===== config.mk =====
export PLATFORM = sky130hd
export DESIGN_NAME = game_timer
export DESIGN_NICKNAME = d
export VERILOG_FILES = /design/src/rtl/game_timer.sv
export SDC_FILE = /design/constraint.sdc
export NUM_CORES = 1
export LEC_CHECK = 0
export ABC_AREA = 1
export BUFFER_PORTS_ARGS = -buffer_cell sky130_fd_sc_hd__buf_2
export CORE_MARGIN = 2
export CORE_UTILIZATION = 55
export DETAILED_ROUTE_END_ITERATION = 6
export PLACE_DENSITY = 0.78
export SLEW_MARGIN = 0
export SYNTH_ARGS = -nofsm -noshare
export SYNTH_HDL_FRONTEND = slang
export SYNTH_SLANG_ARGS = --single-unit
export TNS_END_PERCENT = 50

===== constraint.sdc =====
create_clock -name clock -period 8.8 [get_ports clock]
set_clock_uncertainty 0.15 [all_clocks]
set_input_delay 0 -clock clock [delete_from_list [all_inputs] [get_ports clock]]
set_output_delay 0 -clock clock [all_outputs]
set_load 0.02 [all_outputs]

===== src/rtl/game_timer.sv =====
// Countdown game timer: prescaled tick, penalty on miss, BCD display scan.
// Optional pause support is compiled in with `define PAUSE_EN.
module game_timer #(
  parameter int DIGITS     = 8,
  parameter int TICK_DIV   = 5000,
  parameter int INIT_TICKS = 1800000,
  parameter int PENALTY    = 10,
  parameter int SCAN_DIV   = 3,
  parameter int DP_POS     = 2
) (
  input  logic              clock,
  input  logic              reset,
  input  logic              start,
  input  logic              miss,
`ifdef PAUSE_EN
  input  logic              pause,
`endif
  output logic [6:0]        seg,
  output logic              dp,
  output logic [DIGITS-1:0] an,
  output logic              running,
  output logic              game_over
);

  localparam int W  = $clog2(INIT_TICKS + 1);
  localparam int PW = (TICK_DIV > 1) ? $clog2(TICK_DIV) : 1;
  localparam int IW = $clog2(DIGITS);
  localparam int CW = $clog2(W + 1);
  localparam int SW = (SCAN_DIV > 0) ? SCAN_DIV : 1;
  localparam int BW = 4 * DIGITS;

`ifdef PAUSE_EN
  typedef enum logic [1:0] {IDLE, RUN, PAUSED, OVER} state_t;
`else
  typedef enum logic [1:0] {IDLE, RUN, OVER} state_t;
`endif

  state_t state, state_nxt;

  logic [PW-1:0] presc;
  logic          tick;
  logic [W-1:0]  count, count_nxt;
  logic [31:0]   dec;

  logic          boot, busy, pending, req, load;
  logic [CW-1:0] nbit;
  logic [W-1:0]  shreg;
  logic [BW-1:0] bcd, adj, bcd_nxt, digits;

  logic [SW-1:0] scnt;
  logic          slot_end;
  logic [IW-1:0] idx;
  logic [3:0]    cur;

  assign tick = (presc == PW'(TICK_DIV - 1));

  // Free-running prescaler producing the countdown tick
  always_ff @(posedge clock or posedge reset) begin
    if (reset)     presc <= '0;
    else if (tick) presc <= '0;
    else           presc <= presc + 1'b1;
  end

  // State and count registers
  always_ff @(posedge clock or posedge reset) begin
    if (reset) begin
      state <= IDLE;
      count <= W'(INIT_TICKS);
    end else begin
      state <= state_nxt;
      count <= count_nxt;
    end
  end

  // Next state and saturating count update; OVER entered on the zeroing edge
  always_comb begin
    state_nxt = state;
    count_nxt = count;
    dec       = 32'd0;
    if (tick) dec = dec + 32'd1;
    if (miss) dec = dec + 32'(PENALTY);
    unique case (state)
      IDLE: if (start) state_nxt = RUN;
      RUN: begin
`ifdef PAUSE_EN
        if (pause) state_nxt = PAUSED;
        else
`endif
        if (dec != 32'd0) begin
          if (32'(count) > dec) begin
            count_nxt = W'(32'(count) - dec);
          end else begin
            count_nxt = '0;
            state_nxt = OVER;
          end
        end
      end
`ifdef PAUSE_EN
      PAUSED: if (pause) state_nxt = RUN;
`endif
      OVER: state_nxt = OVER;
      default: state_nxt = IDLE;
    endcase
  end

  // Status outputs decoded from state
  always_comb begin
    running   = (state == RUN);
    game_over = (state == OVER);
  end

  assign req  = boot | (count_nxt != count);
  assign load = ~busy & (req | pending);

  // Double-dabble step: add 3 to digits >= 5, then shift in next bit
  always_comb begin
    adj = bcd;
    for (int i = 0; i < DIGITS; i++) begin
      if (bcd[4*i +: 4] >= 4'd5) adj[4*i +: 4] = bcd[4*i +: 4] + 4'd3;
    end
    bcd_nxt = {adj[BW-2:0], shreg[W-1]};
  end

  // Converter: snapshot, W shifts, then atomic commit to digits
  always_ff @(posedge clock or posedge reset) begin
    if (reset) begin
      boot    <= 1'b1;
      busy    <= 1'b0;
      pending <= 1'b0;
      nbit    <= '0;
      shreg   <= '0;
      bcd     <= '0;
      digits  <= '0;
    end else begin
      boot <= 1'b0;
      if (load) begin
        busy    <= 1'b1;
        pending <= 1'b0;
        nbit    <= '0;
        shreg   <= count_nxt;
        bcd     <= '0;
      end else begin
        if (req) pending <= 1'b1;
        if (busy) begin
          if (nbit == CW'(W)) begin
            digits <= bcd;
            busy   <= 1'b0;
          end else begin
            bcd   <= bcd_nxt;
            shreg <= shreg << 1;
            nbit  <= nbit + 1'b1;
          end
        end
      end
    end
  end

  assign slot_end = (SCAN_DIV == 0) ? 1'b1 :
                    (scnt == SW'((1 << SCAN_DIV) - 1));

  // Digit scan: advance index once per slot, wrap at the last digit
  always_ff @(posedge clock or posedge reset) begin
    if (reset) begin
      scnt <= '0;
      idx  <= '0;
    end else begin
      scnt <= scnt + 1'b1;
      if (slot_end) begin
        if (idx == IW'(DIGITS - 1)) idx <= '0;
        else                        idx <= idx + 1'b1;
      end
    end
  end

  // Display drive: anode select, segment decode, decimal point
  always_comb begin
    an  = ~(DIGITS'(1) << idx);
    cur = digits[4*idx +: 4];
    dp  = (32'(idx) == DP_POS);
    unique case (cur)
      4'd0:    seg = 7'b0111111;
      4'd1:    seg = 7'b0000110;
      4'd2:    seg = 7'b1011011;
      4'd3:    seg = 7'b1001111;
      4'd4:    seg = 7'b1100110;
      4'd5:    seg = 7'b1101101;
      4'd6:    seg = 7'b1111101;
      4'd7:    seg = 7'b0000111;
      4'd8:    seg = 7'b1111111;
      4'd9:    seg = 7'b1101111;
      default: seg = 7'b1000000;
    endcase
  end

endmodule


==> metrics.txt <==
status=finished clean; FFs w/ async S/R, synth=100%; mean area per synthesized cell=7.78 um^2; antenna cell count=0; GRT Total Usage=between 20% and 30%; DR pass1 iterations=6; Routed WL per cell=~13 um; clk buf depth=2; synthesis warning total=0; worst min path class=input pin to async pin; CTS buffer count=17; critical path's slowest cell=nand2_4; Final Cycle Share=between 40% and 50%; power consumption=0.00201 W; IO buf count=21; post-route ant nets=0; worst path arrival time=4.54 ns; Cells after Synth=between 1,000 and 1,500; reg2reg setup slack=4.41 ns; syn_nets=approximately 1,100; RSZ-0062 raised after global routing=no; clock root cell=clkbuf_16; DR iter-0 viols=between 500 and 600; post-cts hold buffer count=2; CTS tree=yes; cell count of the worst reg-to-reg path=24; number of global-route vias before repair=5,971; total core area=14,000 um^2; Die Ht=between 100 and 150 um; Worst slew margin=41.0%; Least-Margin Pin Slew=0.886 ns; total number of vias=6,518; #FFs+latches synth=~140; pwr/cell area=around 230 nW/um^2; Placement Rows=43; CP Max Fanout=47; Crit path largest cell delay=0.51 ns; commonest non-fill, non-tap cell in the layout=nand2_1; VDD IR max=0.000178 V; startpoint types=flop; H-Tree Depth=4; drc violations=0; largest net degree at the start of global routing=73; Area Overhead vs Synth=9.77%; global route overflow=0; commonest cells after routing, fill and taps aside=nand2_1 (197), inv_1 (137), dfrtp_1 (123); Skew-Pair Late Insertion Delay=0.42 ns; Unique masters post-synth=41; detailed placement HPWL=roughly 11,000 um; Top Ports=22; die span in x=124 um; Post-Route WL=16,300 um; number of synthesized flops with an enable pin=0; Max Freq=roughly 230 MHz; Worst Path Class, Setup=flop to flop; Fin. Hold Viols=0; GP Congestion=around 0.92; Initial Util=56.7%; fraction of layout cells with a size suffix above 1=approximately an eighth; critical path capture point type=flop; CP most frequent cell=nand2_1; post-cts sizing count=0; min Tclk post-route=4.39 ns; worst endpoint required time=approximately 9.0 ns; Nets=1,074; clock-pin transition on the worst setup and hold timing paths=approximately 0.060 ns; synthesized area=7940 um^2; reg2reg end=shreg[0]; Area contributors post-synth=dfrtp_1 (39%), nand2_1 (9.3%), inv_1 (6.6%); initial antenna violation count=0; worst r2r src=presc[0]; Yosys top cell by area=dfrtp_1; worst path cell trace=ha_1 -> nand2_1 -> nor2_2 -> nand3_4 -> inv_1 -> ha_1 -> inv_1 -> fa_1 -> nand3_1 -> nand2_1 -> nand2_2 -> inv_2 -> nor2_4 -> nand3_2 -> nand2_1 -> nand2_1 -> nor2_1 -> nand2_1 -> nor2_2 -> nand2_2 -> nand2_4 -> inv_2 -> nand2_1 -> nand2_1; Synth top area share=roughly 39%; ys flop type=dfrtp_1; Seq/Total Area, Yosys=a little over two fifths; vias per cell=5.33; clock tree sinks=~140; first-pass GRT wire length=27,800 um; max-cap violations=0; Final TNS setup=0 ns; post-CTS setup buffer count=0; final max-slew violation count=0; Leakage Power=4.22 nW; Setup-failing EPs final=0; Die ar.=roughly 15,000 um^2
[worst max-delay path, delay by kind of cell, from the launching register on]
kind / cells / cell delay (ns)
and+or+nand+nor: 17 / 2.53
adders and majority gates: 3 / 0.71
buffers and inverters: 4 / 0.49
DFF: 1 / 0.37
[cell type report]
class | instances | area, um^2
multi-input cells | 698 | 3770
fillers | 1154 | 5280
clock buffers | 20 | 447
well taps | 180 | 225
inverters | 151 | 572
clock inverters | 12 | 153
flip-flops and latches | 135 | 3390
repair buffers | 27 | 155
[state kept, by name, indices dropped and copies added, names as in the netlist]
register and flops:
digits 32, busy 1, scnt 3, idx 3, boot 1, nbit 5
shreg 21, presc 13, bcd 32, count 21, state 2, pending 1
[where the power goes]
part	switching, W	internal, W
sequential	0.0000913	0.000763
clock	0.000262	0.000451
combinational	0.000296	0.000149
total	0.000650	0.00136
[metal layers]
| metal | global-route usage, % | routed length, um |
|---|---|---|
| met4 | 8.43 | 269 |
| met3 | 5.17 | 810 |
| met1 | 30.9 | 7620 |
| met5 | 0 | 0 |
| met2 | 36.5 | 7560 |
[Yosys cell counts (8+ instances only)]
cell and count:
nand3_2 11, a21oi_1 35, dfrtp_1 123, xor2_1 26, inv_1 139, nand4_1 13
o22ai_1 8, nor2_1 112, nor3_1 10, o21ai_0 100, nand2_1 197, a211oi_1 8
inv_2 10, dfstp_2 12, ha_1 39, nand3_1 86, clkbuf_1 19, o21ai_2 9
nor2_2 9
[how the worst max path moves through the flow]
| stage | start | slack (ns) | cells after the start | end |
|---|---|---|---|---|
| 3_3_place_gp | presc[0] | 4.58 | 24 | shreg[0] |
| 2_1_floorplan | reset | 5.06 | 1 | bcd[0] |
| 4_1_cts | presc[0] | 4.37 | 24 | shreg[0] |
| 3_5_place_dp | presc[0] | 4.40 | 24 | shreg[0] |
| 6_report | presc[0] | 4.41 | 24 | shreg[0] |
| 5_1_grt | presc[0] | 3.92 | 24 | shreg[0] |
[cell families after synthesis]
group,after synthesis,synth area share (%)
xor gates and xnor gates,26,2.87
other,1,0.0473
and+or+nand+nor,461,26.1
adders and majority gates,40,6.40
DFF,135,42.8
AOI/OAI and AO/OA,170,11.9
buffers and inverters,187,9.87
[per-stage QoR]
stage	worst slack [ns]	std cells	util (%)	hold WS, ns	instance area (um^2)
finish	4.41	1223	62.3	0.0264	8710
global route	3.92	1223	62.3	0.108	8710
CTS	4.37	1223	62.3	0.0462	8710
detailed placement	4.40	1189	57.9	-0.0421	8090
global placement	4.58	1189	57.9	-0.0497	8090
floorplan	5.06	1020	-	0.107	7940
(Power assumes the default switching activity.)
